### src/rtl/seq_detect_driver.sv
// seq_detect_driver
//   Drives a serial Moore sequence detector (input w, registered output z).
//   An accepted start captures a PAT_W-bit pattern, clears the detector for
//   one cycle, then shifts the pattern into it MSB-first, one bit per clk.
//   Every cycle in which det_z reflects a shifted bit is sampled. det_z=1 in
//   such a cycle increments a saturating match counter.
//
//   Optional feature macro: PATTERN_LOOP_EN
//     Adds a 'loop' input. When loop=1 in the bit-0 SHIFT cycle, the pattern
//     is shifted again without clearing the detector. Without the macro the
//     controller behaves as if loop were tied low.
//
//   Handshake: start is a level request sampled on every rising clk edge
//   while busy=0 (IDLE). It is ignored while busy=1 and is never queued.
//   done pulses for exactly one cycle, in the IDLE cycle that follows DRAIN.
//   A start that is present in that cycle is accepted, which gives
//   back-to-back runs.
module seq_detect_driver #(
  parameter int PAT_W = 8,
  parameter int CNT_W = 4
) (
  input  logic             clk,
  input  logic             reset,
  input  logic             start,
  input  logic [PAT_W-1:0] pattern,
`ifdef PATTERN_LOOP_EN
  input  logic             loop,
`endif
  input  logic             det_z,
  output logic             det_w,
  output logic             det_reset,
  output logic             busy,
  output logic             done,
  output logic [CNT_W-1:0] match_count,
  output logic [1:0]       state_dbg
);

  // Binary state encoding, kept stable so external checkers can decode state_dbg
  localparam logic [1:0] IDLE  = 2'b00;
  localparam logic [1:0] CLEAR = 2'b01;
  localparam logic [1:0] SHIFT = 2'b10;
  localparam logic [1:0] DRAIN = 2'b11;

  localparam int              IDX_W    = (PAT_W > 1) ? $clog2(PAT_W) : 1;
  localparam logic [IDX_W-1:0] LAST_IDX = IDX_W'(PAT_W - 1);
  localparam logic [CNT_W-1:0] CNT_MAX  = {CNT_W{1'b1}};
  localparam logic [CNT_W-1:0] CNT_ONE  = CNT_W'(1);

  logic [1:0]       state_q;
  logic [1:0]       state_d;
  logic [PAT_W-1:0] pat_q;
  logic [IDX_W-1:0] idx_q;
  logic             first_q;   // first SHIFT cycle of a run: det_z still shows the cleared detector
  logic             done_q;
  logic [CNT_W-1:0] count_q;
  logic             loop_req;
  logic             sample;
  logic             last_bit;

`ifdef PATTERN_LOOP_EN
  assign loop_req = loop;
`else
  assign loop_req = 1'b0;
`endif

  assign last_bit = (idx_q == '0);

  // det_z reflects the bit shifted in the previous cycle, so it is meaningful
  // in every SHIFT cycle except the first one after CLEAR, and once in DRAIN.
  assign sample = ((state_q == SHIFT) && !first_q) || (state_q == DRAIN);

  // Next-state logic
  always_comb begin
    state_d = state_q;
    case (state_q)
      IDLE:    if (start) state_d = CLEAR;
      CLEAR:   state_d = SHIFT;
      SHIFT:   if (last_bit) state_d = loop_req ? SHIFT : DRAIN;
      DRAIN:   state_d = IDLE;
      default: state_d = IDLE;
    endcase
  end

  // State register, pattern capture, bit index and done pulse
  always_ff @(posedge clk) begin
    if (reset) begin
      state_q <= IDLE;
      pat_q   <= '0;
      idx_q   <= '0;
      first_q <= 1'b0;
      done_q  <= 1'b0;
    end else begin
      state_q <= state_d;
      done_q  <= (state_q == DRAIN);
      case (state_q)
        IDLE: begin
          if (start) pat_q <= pattern;
        end
        CLEAR: begin
          idx_q   <= LAST_IDX;
          first_q <= 1'b1;
        end
        SHIFT: begin
          first_q <= 1'b0;
          // On a loop pass the index wraps back to the MSB; otherwise DRAIN ignores it
          if (last_bit) idx_q <= LAST_IDX;
          else          idx_q <= idx_q - 1'b1;
        end
        default: begin
          first_q <= 1'b0;
        end
      endcase
    end
  end

  // Match counter: cleared on an accepted start, saturating increment on sampled det_z
  always_ff @(posedge clk) begin
    if (reset) begin
      count_q <= '0;
    end else if ((state_q == IDLE) && start) begin
      count_q <= '0;
    end else if (sample && det_z && (count_q != CNT_MAX)) begin
      count_q <= count_q + CNT_ONE;
    end
  end

  // Outputs: det_w is only driven from the captured copy during SHIFT
  always_comb begin
    det_w = 1'b0;
    if (state_q == SHIFT) det_w = pat_q[idx_q];
  end

  assign det_reset   = reset | (state_q == CLEAR);
  assign busy        = (state_q != IDLE);
  assign done        = done_q;
  assign match_count = count_q;
  assign state_dbg   = state_q;

endmodule
### config.mk
export PLATFORM = sky130hd
export DESIGN_NAME = seq_detect_driver
export DESIGN_NICKNAME = d
export VERILOG_FILES = /design/src/rtl/seq_detect_driver.sv
export SDC_FILE = /design/constraint.sdc
export NUM_CORES = 1
export LEC_CHECK = 0
export BUFFER_PORTS_ARGS = -buffer_cell sky130_fd_sc_hd__buf_2
export CAP_MARGIN = 10
export CORE_MARGIN = 2
export CORE_UTILIZATION = 55
export CTS_CLUSTER_DIAMETER = 40
export DETAILED_ROUTE_END_ITERATION = 8
export GPL_TIMING_DRIVEN = 0
export PLACE_DENSITY_LB_ADDON = 0.12
export RECOVER_POWER = 100
export SYNTH_ARGS = -nofsm -noshare
export SYNTH_HDL_FRONTEND = slang
export SYNTH_SLANG_ARGS = --single-unit
### constraint.sdc
create_clock -name clk -period 2.84 [get_ports clk]
set_clock_uncertainty 0.15 [all_clocks]
set_input_delay 0.284 -clock clk [delete_from_list [all_inputs] [get_ports clk]]
set_output_delay 0.284 -clock clk [all_outputs]
set_load 0.05 [all_outputs]
==> results.json <==
{
  "dp_cells": 134,
  "cp_max_fo": 5,
  "startpoint": "idx_q[0]$_SDFFE_PP0P_",
  "track_usage_pct": 20.2,
  "synth-edff-count": 0,
  "numClockSinks": 19,
  "yosysMostFrequentCell": "dfxtp_1",
  "required_ns": 2.41,
  "start_util_pct": 59.8,
  "crit_chain": "mux4_1, mux2i_1, nor2_1, clkbuf_1",
  "period_minus_slack_ns": 2.24,
  "vias_per_cell": 5.51,
  "hold_viol": 0,
  "layout-drive-gt1-share_pct": 13.1,
  "grt_max_degree": 11,
  "r2r-start": "state_dbg[0]$_SDFFE_PP0P_",
  "synth_warnings": 0,
  "netlist_top_cells_count": "dfxtp_1 (19), nand2_1 (9), nand3_1 (9), nor2_1 (9), a21oi_1 (8)",
  "synth_area_leaders": "dfxtp_1 (41%), ha_1 (9.5%), mux2i_1 (6.5%)",
  "start_kind": "flip-flop",
  "cts_tree": "built",
  "grt_pass1_wl_um": 2990,
  "fin_ws_ns": 0.600,
  "syn_nets": 117,
  "synth_cell_types": 26,
  "peakVddDrop_mv": 0.426,
  "worst_path_max_delay_cell": "mux4_1",
  "synth.avg_cell_area_um2": 9.41,
  "drc": 0,
  "rsz0062_at_grt": "no",
  "ctsLongestPathBuffers": 2,
  "core.rowCount": 14,
  "h-tree-depth": 1,
  "dp_slack_ns": 1.00,
  "dpl_cell_area_mm2": 0.00104,
  "maxSlewViolCount": 0,
  "cp_num_buf_inv": 1,
  "setup_viol": 0,
  "fin_crit_sh_pct": 78.9,
  "hold-path-endpoint": "pat_q[4]$_SDFFE_PP0P_",
  "status": "finished, final reports clean",
  "fmax_ghz": 0.446,
  "cts_setup_buffers": 0,
  "antenna_found_initial": 0,
  "synth_ff_type": "dfxtp_1",
  "cts-buffers-inserted": 3,
  "syn_area_um2": 922,
  "max_slew.worst_pin.slew_ns": 0.594,
  "die_w_um": 44.9,
  "cap_violations": 0,
  "io_buffers": 20,
  "min-delay-path-class": "in -> reg",
  "r2r_slack_ns": 0.99,
  "drt-total-wl_um": 1670,
  "power_density_mw_per_mm2": 912,
  "hold_depth": 3,
  "insertion_delay_ns": 0.29,
  "cp-end-kind": "output port",
  "insertedDiodeCount": 0,
  "r2r_cells": 6,
  "cts_resized": 0,
  "worst_r2r_endpoint": "match_count[0]$_SDFFE_PP0P_",
  "synthArstFlopShare_pct": 0,
  "cts_root_buffer": "clkbuf_4",
  "min_from": "pattern[4]",
  "fin_area_mm2": 0.00105,
  "leakage_nw": 0.460,
  "die_h_um": 44.9,
  "seq_area_um2": 380,
  "slew_headroom_pct": 60.6,
  "multi_input_area_um2": 505,
  "num_io_pins": 22,
  "nets": 142,
  "clk_pin_slew_ns": 0.11,
  "synth-seq-cells": 19,
  "tns_ns": 0,
  "slowest_delay_ns": 0.58,
  "design.die.area_mm2": 0.00202,
  "grt_overflow": 0,
  "hold_ws_ns": 0.0915,
  "cts_hold_buf": 0,
  "area_growth_pct": 14.4,
  "core_area_mm2": 0.00154,
  "ys_seq_area_share_pct": 41.2,
  "drt_iter0_drc": 18,
  "worstSetupPathType": "reg -> out",
  "netlist_instances": 98,
  "wl_per_cell_um": 12.1,
  "crit_arrival_ns": 1.81,
  "place_hpwl_um": 1280,
  "utilization_pct": 68.4,
  "final_cells": 138,
  "place_congestion": 0.763,
  "nFillCells": 144,
  "synth_top_cell_area_share_pct": 41.2,
  "total_power_mw": 0.962,
  "ant_nets": 0,
  "grt_pass1_vias": 681,
  "firstDrtPassIters": 4,
  "critPathTopFamily": "multiplexers",
  "vias": 761,
  "yosysTopAreaCell": "dfxtp_1"
}
cells in the final DEF (no fill, tap or decap), drive strengths merged, types with 4 or more instances in the layout:
| cell | n |
|---|---|
| dfxtp | 19 |
| clkbuf | 16 |
| buf | 11 |
| nor2 | 9 |
| nand2 | 9 |
| nand3 | 9 |
| a21oi | 8 |
| ha | 7 |
| inv | 6 |
| mux2i | 6 |
| nand2b | 4 |
cell type report:
type,instances,share of cell area [%]
well taps,16,1.90
flip-flops and latches,19,36.1
repair buffers,20,8.30
clock buffers,4,2.49
multi-input cells,70,47.9
plain buffers,3,1.19
inverters,6,2.14
worst max-delay path by stage:
stage                     endpoint  cells past startpoint
final                        det_w                      4
after global routing         det_w                      5
after CTS                    det_w                      4
after detailed placement     det_w                      4
after global placement       det_w                      4
after floorplan              det_w                      3
worst min-delay path: stages:
cell and delay (ns):
buf_2 0.09, nand3_1 0.07, a21oi_1 0.05
report_power, final:
group	switching, mW	internal, mW	leakage, nW
combinational	0.296	0.158	0.290
sequential	0.0515	0.322	0.156
clock	0.0799	0.0546	0.0150
total	0.428	0.534	0.460
sequential cells by signal, indices dropped and copies added (netlist names):
| register | cells |
|---|---|
| state_dbg | 2 |
| pat_q | 8 |
| match_count | 4 |
| done | 1 |
| idx_q | 3 |
| first_q | 1 |
routing by layer:
layer,GRT usage (%),wire length [µm],vias to the layer above
met3,2.40,74,2
met1,28.4,831,350
met2,32.0,756,15
li1,-,-,394
met4,7.06,10,0
met5,0,0,-
cells by family (layout without fill, tap and decap cells):
logic type | count (synthesis) | in the layout | share of synthesized area (%)
AO/OA/AOI/OAI | 19 | 19 | 14.2
XOR/XNOR | 1 | 1 | 0.950
adder cells (fa/ha/maj) | 7 | 7 | 9.50
buffers and inverters | 9 | 33 | 3.93
flip-flops | 19 | 19 | 41.2
multiplexers | 8 | 8 | 12.2
AND/OR/NAND/NOR | 35 | 35 | 17.9
No activity file was read; power rests on OpenSTA's default activity.
